<file path="config.mk">
export PLATFORM = sky130hd
export DESIGN_NAME = sha256_core_iter
export DESIGN_NICKNAME = d
export VERILOG_FILES = /design/src/rtl/sha256_pkg.sv /design/src/rtl/sha256_round.sv /design/src/rtl/sha256_core_iter.sv
export SDC_FILE = /design/constraint.sdc
export NUM_CORES = 2
export LEC_CHECK = 0
export BUFFER_PORTS_ARGS = -buffer_cell sky130_fd_sc_hd__buf_4
export CORE_MARGIN = 5
export CORE_UTILIZATION = 35
export DETAILED_ROUTE_END_ITERATION = 12
export MAX_ROUTING_LAYER = met4
export PLACE_DENSITY = 0.59
export SYNTH_ARGS = -nofsm -noshare
export SYNTH_HDL_FRONTEND = slang
export SYNTH_SLANG_ARGS = --single-unit
</file>
<file path="constraint.sdc">
create_clock -name clk -period 39.5 [get_ports clk]
set_input_delay 5.925 -clock clk [delete_from_list [all_inputs] [get_ports clk]]
set_output_delay 5.925 -clock clk [all_outputs]
set_load 0.05 [all_outputs]
</file>
<file path="src/rtl/sha256_pkg.sv">
// sha256_pkg: SHA-256 round constants, IV, FSM encoding and round helper functions
package sha256_pkg;
  typedef enum logic [1:0] {IDLE, ROUND, FINAL, DONE} fsm_t;
  localparam logic [255:0] IV = {
    32'h5be0cd19, 32'h1f83d9ab, 32'h9b05688c, 32'h510e527f,
    32'ha54ff53a, 32'h3c6ef372, 32'hbb67ae85, 32'h6a09e667
  };
  localparam logic [31:0] K [64] = '{
    32'h428a2f98, 32'h71374491, 32'hb5c0fbcf, 32'he9b5dba5, 32'h3956c25b, 32'h59f111f1, 32'h923f82a4, 32'hab1c5ed5,
    32'hd807aa98, 32'h12835b01, 32'h243185be, 32'h550c7dc3, 32'h72be5d74, 32'h80deb1fe, 32'h9bdc06a7, 32'hc19bf174,
    32'he49b69c1, 32'hefbe4786, 32'h0fc19dc6, 32'h240ca1cc, 32'h2de92c6f, 32'h4a7484aa, 32'h5cb0a9dc, 32'h76f988da,
    32'h983e5152, 32'ha831c66d, 32'hb00327c8, 32'hbf597fc7, 32'hc6e00bf3, 32'hd5a79147, 32'h06ca6351, 32'h14292967,
    32'h27b70a85, 32'h2e1b2138, 32'h4d2c6dfc, 32'h53380d13, 32'h650a7354, 32'h766a0abb, 32'h81c2c92e, 32'h92722c85,
    32'ha2bfe8a1, 32'ha81a664b, 32'hc24b8b70, 32'hc76c51a3, 32'hd192e819, 32'hd6990624, 32'hf40e3585, 32'h106aa070,
    32'h19a4c116, 32'h1e376c08, 32'h2748774c, 32'h34b0bcb5, 32'h391c0cb3, 32'h4ed8aa4a, 32'h5b9cca4f, 32'h682e6ff3,
    32'h748f82ee, 32'h78a5636f, 32'h84c87814, 32'h8cc70208, 32'h90befffa, 32'ha4506ceb, 32'hbef9a3f7, 32'hc67178f2
  };
  function automatic logic [31:0] rotr(input logic [31:0] x, input int n);
    return (x >> n) | (x << (32 - n));
  endfunction
  function automatic logic [31:0] e0(input logic [31:0] x);
    return rotr(x, 2) ^ rotr(x, 13) ^ rotr(x, 22);
  endfunction
  function automatic logic [31:0] e1(input logic [31:0] x);
    return rotr(x, 6) ^ rotr(x, 11) ^ rotr(x, 25);
  endfunction
  function automatic logic [31:0] s0(input logic [31:0] x);
    return rotr(x, 7) ^ rotr(x, 18) ^ (x >> 3);
  endfunction
  function automatic logic [31:0] s1(input logic [31:0] x);
    return rotr(x, 17) ^ rotr(x, 19) ^ (x >> 10);
  endfunction
  function automatic logic [31:0] ch(input logic [31:0] e, input logic [31:0] f, input logic [31:0] g);
    return (e & f) ^ (~e & g);
  endfunction
  function automatic logic [31:0] maj(input logic [31:0] a, input logic [31:0] b, input logic [31:0] c);
    return (a & b) ^ (a & c) ^ (b & c);
  endfunction
  function automatic logic [31:0] wd(input logic [511:0] v, input int i);
    return v[32*i +: 32];
  endfunction
endpackage

</file>
<file path="src/rtl/sha256_round.sv">
// sha256_round: one combinational SHA-256 round plus one message-schedule step
module sha256_round
  import sha256_pkg::*;
(
  input  logic [255:0] st,
  input  logic [31:0]  k,
  input  logic [511:0] w,
  output logic [255:0] st_n,
  output logic [511:0] w_n
);
  logic [31:0] a, b, c, d, e, f, g, h, t1, t2;
  always_comb begin
    {h, g, f, e, d, c, b, a} = st;
    t1 = h + e1(e) + ch(e, f, g) + k + wd(w, 0);
    t2 = e0(a) + maj(a, b, c);
    st_n = {g, f, e, d + t1, c, b, a, t1 + t2};
    w_n = {s1(wd(w, 14)) + wd(w, 9) + s0(wd(w, 1)) + wd(w, 0), w[511:32]};
  end
endmodule

</file>
<file path="src/rtl/sha256_core_iter.sv">
// sha256_core_iter: iterative chained SHA-256 compressor, UNROLL rounds/clock; SHA256_MIDSTATE_EN adds midstate seeding
module sha256_core_iter
  import sha256_pkg::*;
#(
  parameter int UNROLL = 1
) (
  input  logic         clk,
  input  logic         rst_n,
  input  logic         in_valid,
  output logic         in_ready,
  input  logic         in_first,
  input  logic [511:0] in_block,
  output logic         out_valid,
  input  logic         out_ready,
  output logic [255:0] out_digest,
  output logic         busy
`ifdef SHA256_MIDSTATE_EN
  ,
  input  logic [255:0] in_midstate,
  input  logic         in_use_mid
`endif
);
  localparam logic [5:0] STEP = 6'(UNROLL);
  if (UNROLL != 1 && UNROLL != 2 && UNROLL != 4 && UNROLL != 8) begin : g_bad
    $error("UNROLL must be 1, 2, 4 or 8");
  end
  fsm_t fsm;
  logic [5:0] cnt, cnt_n;
  logic [255:0] st, base, chain, seed, sum;
  logic [511:0] win;
  logic [255:0] st_c [UNROLL+1];
  logic [511:0] w_c [UNROLL+1];
  assign st_c[0] = st;
  assign w_c[0] = win;
  assign cnt_n = cnt + STEP;
`ifdef SHA256_MIDSTATE_EN
  assign seed = in_use_mid ? in_midstate : in_first ? IV : chain;
`else
  assign seed = in_first ? IV : chain;
`endif
  for (genvar j = 0; j < UNROLL; j++) begin : g_rnd
    sha256_round u_rnd (
      .st  (st_c[j]),
      .k   (K[cnt + 6'(j)]),
      .w   (w_c[j]),
      .st_n(st_c[j+1]),
      .w_n (w_c[j+1])
    );
  end
  for (genvar i = 0; i < 8; i++) begin : g_sum
    assign sum[32*i +: 32] = base[32*i +: 32] + st[32*i +: 32];
  end
  always_ff @(posedge clk) begin
    if (!rst_n) begin
      fsm <= IDLE;
      cnt <= '0;
      in_ready <= 1'b1;
      out_valid <= 1'b0;
      busy <= 1'b0;
      out_digest <= '0;
      chain <= IV;
    end else begin
      case (fsm)
        IDLE: if (in_valid) begin
          st <= seed;
          base <= seed;
          win <= in_block;
          cnt <= '0;
          in_ready <= 1'b0;
          busy <= 1'b1;
          fsm <= ROUND;
        end
        ROUND: begin
          st <= st_c[UNROLL];
          win <= w_c[UNROLL];
          cnt <= cnt_n;
          fsm <= (cnt_n == '0) ? FINAL : ROUND;
        end
        FINAL: begin
          out_digest <= sum;
          chain <= sum;
          out_valid <= 1'b1;
          busy <= 1'b0;
          fsm <= DONE;
        end
        DONE: if (out_ready) begin
          out_valid <= 1'b0;
          in_ready <= 1'b1;
          fsm <= IDLE;
        end
        default: fsm <= IDLE;
      endcase
    end
  end
endmodule

</file>
==> summary.txt <==
Outcome
  – Status: complete, no violations

Placement
  – GP Congestion: 0.965
  – Dpl hpwl: 256000 µm
  – Buffers added on ports: 775

Hold path
  – HP Class: reg2reg
  – Worst Hold Depth: 2

Clock network
  – CTS tree: built
  – Clock Tree Buf Depth: 3
  – CTS root buf: clkbuf_16
  – CTS resizes: 0
  – CTS Sinks: 1427
  – Max H-tree Level: 4
  – Post-CTS Setup Bufs: 0
  – Hold buffers post-CTS: 0
  – Inserted Clock Buffers: 163
  – Worst skew pair latency: slightly below 0.9 ns
  – Clk slew on worst S/H paths: about 0.06 ns

Worst setup path
  – Max incr delay on CP: between 0.9 and 1 ns
  – Crit path DAT: ~12 ns
  – CP delay by family, top: buffers and inverters
  – CP Capture Type: register
  – Critical path launch point type: input port
  – Worst Path Required: 39.97 ns
  – Worst Path Max Fanout: roughly 140
  – Buffer and inverter count on the worst path: 7
  – Worst R2R Path Depth: 33
  – CP Class: in2reg
  – Crit path cell chain: buf_4 > nand2_1 > nor2_4 > buf_4 > buf_12 > buf_4 > buf_4 > buf_4 > buf_4
  – Crit path top cell by count: buf_4
  – Crit-path slowest cell: buf_4
  – Levels on crit path: 9

GRT
  – First-pass GRT wire length: 473000 µm
  – Initial antenna violation count: 18
  – Pin count of the biggest net entering global routing: 234
  – Vias in the first global route: 67400
  – Gr usage total: 0.266
  – Final global-route overflow total: 0

Drt
  – 1st-iter DRT viols: 6884
  – Detailed Routing Iterations Pass 1: 8
  – Detail Route Antenna Nets: 0
  – Routed wire length: approximately 330000 µm
  – DR vias: 68400
  – Vias per std cell: 5.32
  – Post-DR wirelength/cell: 26.0 µm
  – DRC: 0

Logic synthesis
  – Synth Warn #: 0
  – Sequential share of the synthesized area: 0.463
  – Syn Nets: 10200
  – Syn Area/Cell: 9.20 µm²
  – Post-synthesis cell area: approximately 84000 µm²
  – Synth top area share: 0.367
  – Most frequent cell after synthesis: nand2_1
  – Register bit count reported by yosys: roughly 1400
  – Async SR Flop Fraction: 0
  – Post-synth top flop: edfxtp_1
  – Synth cell types: 81
  – EDFF count, synth: 1024
  – Synth cell count leaders: nand2_1, edfxtp_1, a21oi_1
  – Yosys top cell by area: edfxtp_1
  – Cells after synthesis: 9104
  – Largest cells by area after synthesis: edfxtp_1, nand2_1, dfxtp_1, ha_1, fa_1

Die
  – Die X: ~500 µm
  – Chip height: 499 µm
  – Io pins: 776
  – Rows: 179
  – Die footprint: 249000 µm²
  – Starting Density: 0.352
  – Area of the core: around 240000 µm²

Cells and area
  – Multi-input logic area: roughly 40000 µm²
  – Final-stage net count: 10600
  – Share of layout cells above drive strength 1: 0.133
  – Area grow syn2layout: 15.9%
  – Fillers: between 20000 and 25000
  – Register area: 38800 µm²

Timing
  – Endpoints failing setup: 0
  – Final Hold Fails: 0
  – Rel. slew slack: 0.137
  – TNS Setup: 0 ns
  – Fin crit period: 11.98 ns
  – Fin crit share: 0.303
  – Unrepaired setup endpoints after global routing: no
  – Worst slew pin tran: between 1 and 1.5 ns
  – Slew Limit Fails: 0
  – Fmax: between 0.08 and 0.09 GHz
  – Final Skew: 0.0365 ns

Flow run
  – Max cap viols: 0
==> worst paths after layout <==
path	slack, ns	end	start
max	27.52	win[449]	rst_n
min	0.45	out_digest[76]	out_digest[76]
max reg2reg	29.73	st[31]	cnt[1]
min reg2reg	0.45	out_digest[76]	out_digest[76]
==> metrics by stage <==
step                hold WS, ns  utilization  instances  setup WS (ns)  instance area [µm²]
global placement          0.433        0.385      12500          26.86                91700
global route              0.469        0.408      12900          27.21                97100
detailed placement        0.442        0.385      12500          26.73                91700
CTS                       0.454        0.408      12800          27.66                97100
floorplan                 0.422            -       9104          12.62                83800
finish                    0.449        0.408      12900          27.52                97100
==> tightest hold or removal path, cell delays in order (launching register included) <==
cell     delay (ns)
dfxtp_1        0.31
nand2_1        0.05
nand2_1        0.04
==> layout by cell type, fill, tap and decap left out, types with 25 or more instances in the layout <==
cell type     n
or2_2       146
fa_1        195
nand4_1      29
or3_1        34
dfxtp_1     400
nand2_1    2432
nand2b_1     65
and2_1       25
clkbuf_16   169
a31oi_1      61
o21a_1       44
clkbuf_1     45
nor3_1       81
nor2b_1     165
mux2i_1      39
o21ai_0     441
nand3_1     100
xor2_1      132
xnor2_1     408
a21o_1      150
o31ai_1      34
inv_1       348
nor2_1      605
edfxtp_1   1024
and3_1       41
a211oi_1     53
o211ai_1     42
a21oi_1     645
o21bai_1     46
ha_1        393
buf_4       851
==> cell families (layout without fill, tap and decap cells) <==
| kind of cell | Yosys count | in the layout | share of synthesized area |
|---|---|---|---|
| and+or+nand+nor | 3796 | 3796 | 0.191 |
| AOI/OAI and AO/OA | 1735 | 1735 | 0.126 |
| DFF | 1427 | 1427 | 0.463 |
| buffers and inverters | 936 | 1511 | 0.0473 |
| adders and majority gates | 610 | 610 | 0.108 |
| xor gates and xnor gates | 542 | 542 | 0.0570 |
| muxes | 58 | 58 | 0.00802 |
| other | 0 | 20 | 0 |
==> registers in the layout, indices dropped and copies added, names as in the netlist, named ones only <==
name        flops
st            256
chain         136
busy            1
cnt             6
in_ready        1
base          256
out_digest    256
fsm             1
out_valid       1
win           512
==> layout make-up <==
| cell class | count | share of cell area |
|---|---|---|
| Antenna cell | 20 | 0.000515 |
| Clock buffer | 227 | 0.0471 |
| Clock inverter | 76 | 0.00799 |
| Inverter | 350 | 0.0136 |
| Multi-Input combinational cell | 6741 | 0.423 |
| Sequential cell | 1427 | 0.400 |
| Tap cell | 3167 | 0.0408 |
| Timing Repair Buffer | 858 | 0.0671 |
==> routing by layer <==
layer	GRT usage	wire (µm)	vias up
met5	-	0	-
met4	0.120	17100	0
met3	0.0406	22700	506
met2	0.419	154000	2765
met1	0.340	140000	33400
li1	-	-	31800
Power is not shown: default switching activity piles up to over one toggle a cycle in this logic, so the estimate is an artifact.
